--- config.mk ---
export PLATFORM = sky130hd
export DESIGN_NAME = pipeline_hazard_ctrl
export DESIGN_NICKNAME = d
export VERILOG_FILES = /design/src/rtl/pipeline_hazard_ctrl.sv
export SDC_FILE = /design/constraint.sdc
export NUM_CORES = 1
export LEC_CHECK = 0
export BUFFER_PORTS_ARGS = -buffer_cell sky130_fd_sc_hd__buf_2
export CELL_PAD_IN_SITES_DETAIL_PLACEMENT = 1
export CELL_PAD_IN_SITES_GLOBAL_PLACEMENT = 1
export CORE_MARGIN = 2
export CORE_UTILIZATION = 39
export CTS_CLUSTER_DIAMETER = 30
export DETAILED_ROUTE_END_ITERATION = 8
export PLACE_DENSITY = 0.9
export SETUP_SLACK_MARGIN = 0.02
export SYNTH_ARGS = -nofsm -noshare
export SYNTH_HDL_FRONTEND = slang
export SYNTH_SLANG_ARGS = --single-unit
export TNS_END_PERCENT = 5
--- constraint.sdc ---
create_clock -name clk -period 2.42 [get_ports clk]
set_input_delay 0.242 -clock clk [delete_from_list [all_inputs] [get_ports clk]]
set_output_delay 0.242 -clock clk [all_outputs]
set_load 0.01 [all_outputs]
--- src/rtl/pipeline_hazard_ctrl.sv ---
// pipeline_hazard_ctrl: stall/flush sequencer for the 5-stage pipeline.
// It resolves load-use hazards, holds the pipe while a multi-cycle op sits in EX,
// freezes everything while data memory is busy, and flushes IF/ID on taken branches.
// It also keeps a saturating stall-cycle counter and a sticky data-memory watchdog.
//
// Handshake note: there is no valid/ready pair here. The *_Write enables and
// *_Flush bubbles are level signals valid for the current cycle only.
// A stage loads a bubble whenever its Flush is 1, regardless of its Write.
module pipeline_hazard_ctrl #(
    parameter int MUL_LAT     = 4,
    parameter int CNT_W       = 16,
    parameter int MEM_TIMEOUT = 64
) (
    input  logic             clk,
    input  logic             rst_n,
    input  logic             ID_EX_MemRead,
    input  logic [4:0]       ID_EX_RegRt,
    input  logic [4:0]       IF_ID_RegRs,
    input  logic [4:0]       IF_ID_RegRt,
    input  logic             ID_EX_MultiCycle,
    input  logic             branch_taken,
    input  logic             dmem_busy,
    output logic             PC_Write,
    output logic             IF_ID_Write,
    output logic             IF_ID_Flush,
    output logic             ID_EX_Write,
    output logic             ID_EX_Flush,
    output logic             EX_MEM_Write,
    output logic             EX_MEM_Flush,
    output logic             MEM_WB_Flush,
    output logic             ex_busy,
    output logic [CNT_W-1:0] stall_cycles,
    output logic             mem_timeout
);

    typedef enum logic {
        RUN     = 1'b0,
        EX_BUSY = 1'b1
    } state_t;

    localparam int          WD_W    = $clog2(MEM_TIMEOUT + 1);
    localparam logic [3:0]  MC_INIT = 4'(MUL_LAT - 2);
    localparam logic [WD_W-1:0] WD_MAX  = WD_W'(MEM_TIMEOUT);
    localparam logic [WD_W-1:0] WD_LAST = WD_W'(MEM_TIMEOUT - 1);

    state_t            r_state;
    logic [3:0]        r_mc_cnt;
    logic [CNT_W-1:0]  r_stall_cycles;
    logic [WD_W-1:0]   r_wd_cnt;
    logic              r_mem_timeout;

    state_t            w_state_nxt;
    logic [3:0]        w_mc_nxt;
    logic              w_load_use;
    logic              w_hold;

    // Hazard detection terms from the current inputs and state.
    always_comb begin
        w_load_use = ID_EX_MemRead && (ID_EX_RegRt != 5'd0) &&
                     ((ID_EX_RegRt == IF_ID_RegRs) || (ID_EX_RegRt == IF_ID_RegRt));
        w_hold     = ((r_state == RUN) && ID_EX_MultiCycle) ||
                     ((r_state == EX_BUSY) && (r_mc_cnt != 4'd0));
    end

    // Next-state and control outputs; priority freeze > hold > load-use > branch.
    always_comb begin
        PC_Write     = 1'b1;
        IF_ID_Write  = 1'b1;
        IF_ID_Flush  = 1'b0;
        ID_EX_Write  = 1'b1;
        ID_EX_Flush  = 1'b0;
        EX_MEM_Write = 1'b1;
        EX_MEM_Flush = 1'b0;
        MEM_WB_Flush = 1'b0;
        ex_busy      = rst_n && (r_state == EX_BUSY);
        w_state_nxt  = r_state;
        w_mc_nxt     = r_mc_cnt;

        if (!rst_n) begin
            PC_Write     = 1'b0;
            IF_ID_Write  = 1'b0;
            ID_EX_Write  = 1'b0;
            EX_MEM_Write = 1'b0;
            IF_ID_Flush  = 1'b1;
            ID_EX_Flush  = 1'b1;
            EX_MEM_Flush = 1'b1;
            MEM_WB_Flush = 1'b1;
        end else if (dmem_busy) begin
            // Whole pipe frozen; the op in EX does not consume a cycle.
            PC_Write     = 1'b0;
            IF_ID_Write  = 1'b0;
            ID_EX_Write  = 1'b0;
            EX_MEM_Write = 1'b0;
            MEM_WB_Flush = 1'b1;
        end else if (w_hold) begin
            PC_Write     = 1'b0;
            IF_ID_Write  = 1'b0;
            ID_EX_Write  = 1'b0;
            EX_MEM_Flush = 1'b1;
            if (r_state == RUN) begin
                w_state_nxt = EX_BUSY;
                w_mc_nxt    = MC_INIT;
            end else begin
                w_mc_nxt    = r_mc_cnt - 4'd1;
            end
        end else begin
            // Release cycle (EX_BUSY, mc_cnt==0) advances like a normal cycle.
            if (r_state == EX_BUSY) begin
                w_state_nxt = RUN;
            end
            if (w_load_use) begin
                PC_Write    = 1'b0;
                IF_ID_Write = 1'b0;
                ID_EX_Flush = 1'b1;
            end else if (branch_taken) begin
                IF_ID_Flush = 1'b1;
            end
        end
    end

    // FSM state and multi-cycle countdown register.
    always_ff @(posedge clk) begin
        if (!rst_n) begin
            r_state  <= RUN;
            r_mc_cnt <= 4'd0;
        end else begin
            r_state  <= w_state_nxt;
            r_mc_cnt <= w_mc_nxt;
        end
    end

    // Saturating count of cycles in which the PC did not advance.
    always_ff @(posedge clk) begin
        if (!rst_n) begin
            r_stall_cycles <= '0;
        end else if (!PC_Write && (r_stall_cycles != {CNT_W{1'b1}})) begin
            r_stall_cycles <= r_stall_cycles + 1'b1;
        end
    end

    // Watchdog on consecutive dmem_busy cycles; the flag is sticky until reset.
    always_ff @(posedge clk) begin
        if (!rst_n) begin
            r_wd_cnt      <= '0;
            r_mem_timeout <= 1'b0;
        end else if (!dmem_busy) begin
            r_wd_cnt      <= '0;
        end else begin
            if (r_wd_cnt != WD_MAX) begin
                r_wd_cnt <= r_wd_cnt + 1'b1;
            end
            if (r_wd_cnt == WD_LAST) begin
                r_mem_timeout <= 1'b1;
            end
        end
    end

    assign stall_cycles = r_stall_cycles;
    assign mem_timeout  = r_mem_timeout;

endmodule

* Word level (Yosys, flattened, before mapping)
Cells that the tools add are included.
Word-level totals: bits of input ports 21, flip-flop bits (word level) 29
Cells by class: reductions and logical operators 14, add/sub/neg operators 3, equality and inequality tests 5, bitwise operators 2, multiplexer cells 24
Operators by type and width (number):
- $mux W1 | 23
- $add A16 B1 Y16 const B | 1
- $ne A16 B16 Y1 const B | 1
- $eq A5 B5 Y1 | 2
- $add A7 B1 Y7 const B | 1
- $eq A7 B6 Y1 const B | 1
- $ne A7 B7 Y1 const B | 1
- $logic_and A1 B1 Y1 | 6
- $reduce_and A2 Y1 | 3
- $reduce_bool A5 Y1 | 1
- $mux W4 | 1
- $reduce_bool A4 Y1 | 1
- $sub A4 B1 Y4 const B | 1
- $logic_or A1 B1 Y1 | 2
- $not A1 Y1 | 2
- $logic_not A1 Y1 | 1

* Logic depth before layout (Yosys ltp)
depth after elaboration 9, gate-level depth with buffers 8, gate-level depth less buffers 7

* Least setup slack after synthesis
No wires, ideal clock.
path type reg-to-reg, start point reg r_stall_cycles[0] (netlist: stall_cycles[0]), end point reg r_stall_cycles[9] (netlist: stall_cycles[9]), clock period less this slack 1.907 ns, arrival 1.775 ns, path slack 0.513 ns, library setup time 0.131 ns, path buffers 2, stages on the path, launching flop included 9, cells stage by stage dfxtp_1 > ha_1 > nand3_1 > or4_4 > buf_6 > buf_6 > nand4b_2 > o41ai_1 > mux2i_1
Between the ends: word-level cells in the longest chain between the ends 2, elaborated cells between the ends (all ways) 3, classes of those cells add/sub: 1; eq/ne: 1; reduce/logical: 1
Ends and longest elaborated chain:
- start, declared | line 48 | logic [CNT_W-1:0] r_stall_cycles;
- start signal, assigned | line 137 | r_stall_cycles <= r_stall_cycles + 1'b1;
- parallel branches: the longest is 2 deep, another holds $add A16 B1 Y16
Parallel ways; which one is timed is not known. A chain may end at the register's enable or synchronous reset.

* Worst setup path after layout
start point reg r_stall_cycles[0] (netlist: stall_cycles[0]), end point reg r_stall_cycles[1] (netlist: stall_cycles[1])
Same word-level chain as after synthesis.

==> key figures <==
Run status
  – Status: finished clean

Clocking
  – CTS Hold Bufs: 0
  – CTS H-tree depth: 2
  – Num CTS Buffers: 5
  – CTS tree: yes
  – CTS resizes: 0
  – Clock latency at the later pin of the worst-skew pair: approximately 290 ps
  – Root Buffer Master: clkbuf_8
  – Clk slew on worst S/H paths: roughly 70 ps
  – Clock Path Buffers: 2
  – Post CTS Setup Buffer Count: 0
  – Clock Sinks: 29

Timing
  – Setup_tns: 0 ps
  – RSZ-0062 raised after global routing: no
  – Endpoints failing hold: 0
  – # setup viols final: 0
  – Slew Viols, Final: 0
  – F_max: around 460 MHz
  – Tmin final: 2160 ps
  – Final period util: between 80% and 90%
  – Slew Limit Headroom: a little under half
  – Worst Skew: slightly below 5 ps
  – Worst slew pin tran: 789 ps

Power and ir drop
  – Switching part of the total: 25.9%
  – Clk pwr share: between 40% and 50%
  – Power consumption: 1200 uW
  – Leak: 0.000937 uW
  – Power Internal: between 800 and 900 uW
  – Maximum vdd ir drop: between 200 and 300 uV
  – Part of the power in registers: a little over two fifths
  – Sw Pwr: about 310 uW
  – P per Cell Area: 520 nW/um^2
  – Combinational Power Share: 13.2%

Global routing
  – Pin count of the biggest net entering global routing: 44
  – Number of global-route vias before repair: about 1,900
  – First-pass GRT wire length: ~9 mm
  – Overall Global Routing Usage: 20.4%
  – Initial antenna violation count: 0
  – Grt ovf: 0

Worst setup path
  – Worst Setup SP: stall_cycles[0]
  – RR Startpoint: stall_cycles[0]
  – CP bufs+invs: 0
  – Reg2reg path depth: 6
  – Worst path cell trace: ha_1, nand3_1, or4_4, nand2_1, o21ai_1, mux2i_1
  – Arrival time worst endpoint: 2330 ps
  – CP Max Fanout: 26
  – WP depth: 6
  – FF-to-FF setup slack: 260 ps
  – Crit end category: flip-flop
  – Crit path required time: approximately 2600 ps
  – Setup crit end: stall_cycles[1]
  – Worst R2R End: stall_cycles[1]
  – Worst path max stage delay: 700 ps
  – Critical path's top delay family: simple AND/OR/NAND/NOR gates
  – Critical Setup Path Class: flip-flop to flip-flop
  – Critical path startpoint category: flip-flop
  – Critical path's slowest cell: or4_4

Logic synthesis
  – Yosys top cell area share: a little under a third
  – Post-synthesis sequential area ratio: between 30% and 40%
  – Count of state elements after synthesis: 29
  – Number of flops mapped to enable cells by yosys: 0
  – Synth warnings: 0
  – Avg Inst Size Synth: around 7.9 um^2
  – Synth Cell Area: a little under 2000 um^2
  – Ys async rst share: 0%
  – Netlist cell types: 44
  – Synth top area cells: dfxtp_1, mux2i_1, nand3_1, xor2_1, nand2_1
  – Post-Syn Instances: ~240
  – Synth area leader: dfxtp_1
  – Syn_nets: 269
  – Top_reg_cell synth: dfxtp_1

Floorplanning
  – Ports: 47
  – Die ar.: between 5000 and 6000 um^2
  – Die Wd: ~74 um
  – Row Count: 25
  – Initial Util: just over 40%
  – Die Y: 74.2 um
  – Core ar.: ~4800 um^2

Layout
  – Synthesis-to-finish area growth: 19.8%
  – Most common cell after layout, fill and taps aside: buf_2
  – Antenna Cells: 0
  – Layout cells sized above 1: a little under a quarter
  – Most frequent cells in the layout: buf_2, nand2_1, nand3_1, dfxtp_1, nor2_1
  – Post-layout net count: approximately 310

Route
  – Final WL: ~5.2 mm
  – Vias per cell: about 5.4
  – Final ANT Viol Nets: 0
  – First drt pass iteration count: 4
  – Detailed router's first-iteration violation count: approximately 140
  – Residual DRC: 0
  – DR vias: around 1,900
  – DR WL/cell: roughly 15 um

Worst hold path
  – Hold Crit Class: input pin to flip-flop

Placed design
  – Gpl congestion: about 0.8
  – HPWL after DPL: between 3 and 4 mm
  – IO buf count: 46

Run
  – Max-Cap Viols: 0
layer usage:
metal  share of wire (%)  global-route usage, %  vias to the layer above
met5                   0                      0                        -
met4                 1.4                   7.14                        0
met3                 2.7                   4.07                        9
met2                  52                   37.1                       30
met1                  44                   23.9                      927
li1                    -                      -                      935
worst min path at each step:
stage / startpoint / to / cells after the start
after floorplan: rst_n / stall_cycles[15] / 2
after global placement: mem_timeout / mem_timeout / 1
after detailed placement: mem_timeout / mem_timeout / 1
after CTS: dmem_busy / r_state / 3
after global routing: dmem_busy / r_state / 3
final: dmem_busy / r_state / 3
worst reg2reg max path: cells and delay by family, from the launching register on:
| kind | cells | cell delay [ps] |
|---|---|---|
| AO/OA/AOI/OAI | 1 | 150 |
| adder cells (fa/ha/maj) | 1 | 290 |
| flip-flops | 1 | 420 |
| multiplexers | 1 | 170 |
| AND/OR/NAND/NOR | 3 | 1010 |
cell families after synthesis:
group,synth area share [%]
simple gates,35.6
flops,30.2
mux,8.32
xor+xnor,7.28
buf+inv,5.92
fa+ha+maj,2.60
compound gates,10.1
through the flow:
step	cells	utilization, %	area, um^2	setup WS (ps)	hold WS, ps
2_1_floorplan	244	-	1920	513	397
3_3_place_gp	347	45.9	2180	348	448
3_5_place_dp	347	45.9	2180	284	450
4_1_cts	355	48.5	2300	253	330
5_1_grt	355	48.5	2300	138	347
6_report	355	48.5	2300	257	330
Yosys cell counts, types with 3 or more instances:
| cell type | number |
|---|---|
| mux2i_1 | 16 |
| dfxtp_1 | 29 |
| clkbuf_1 | 7 |
| o22ai_1 | 3 |
| nand2_1 | 30 |
| nor2_1 | 18 |
| nand3_1 | 29 |
| and3_1 | 4 |
| o21ai_1 | 13 |
| o21ai_0 | 3 |
| nand2b_1 | 13 |
| ha_1 | 4 |
| xor2_1 | 14 |
| nor3_1 | 8 |
| nor2b_1 | 3 |
| nor4_1 | 3 |
| nand4_1 | 3 |
| buf_6 | 3 |
| inv_1 | 10 |
power by group through the flow:
| stage | Clock [uW] | Sequential, uW | Combinational, uW |
|---|---|---|---|
| floorplan | 0 | 514 | 97.6 |
| global placement | 0 | 515 | 151 |
| detailed placement | 0 | 516 | 158 |
| CTS | 548 | 505 | 160 |
| global route | 570 | 507 | 176 |
| finish | 534 | 505 | 159 |
state kept, by name (all words and copies together), names as in the netlist:
signal	count
stall_cycles	16
r_wd_cnt	7
r_mc_cnt	4
mem_timeout	1
r_state	1
cell type report:
cell class                      instances  area (um^2)
Clock buffer                            6         82.6
Clock inverter                          2         37.5
Fill cell                             621         2450
Inverter                               10         37.5
Multi-Input combinational cell        192         1230
Sequential cell                        29          581
Tap cell                               67         83.8
Timing Repair Buffer                   49          253
Power figures use the tool's default switching activity.
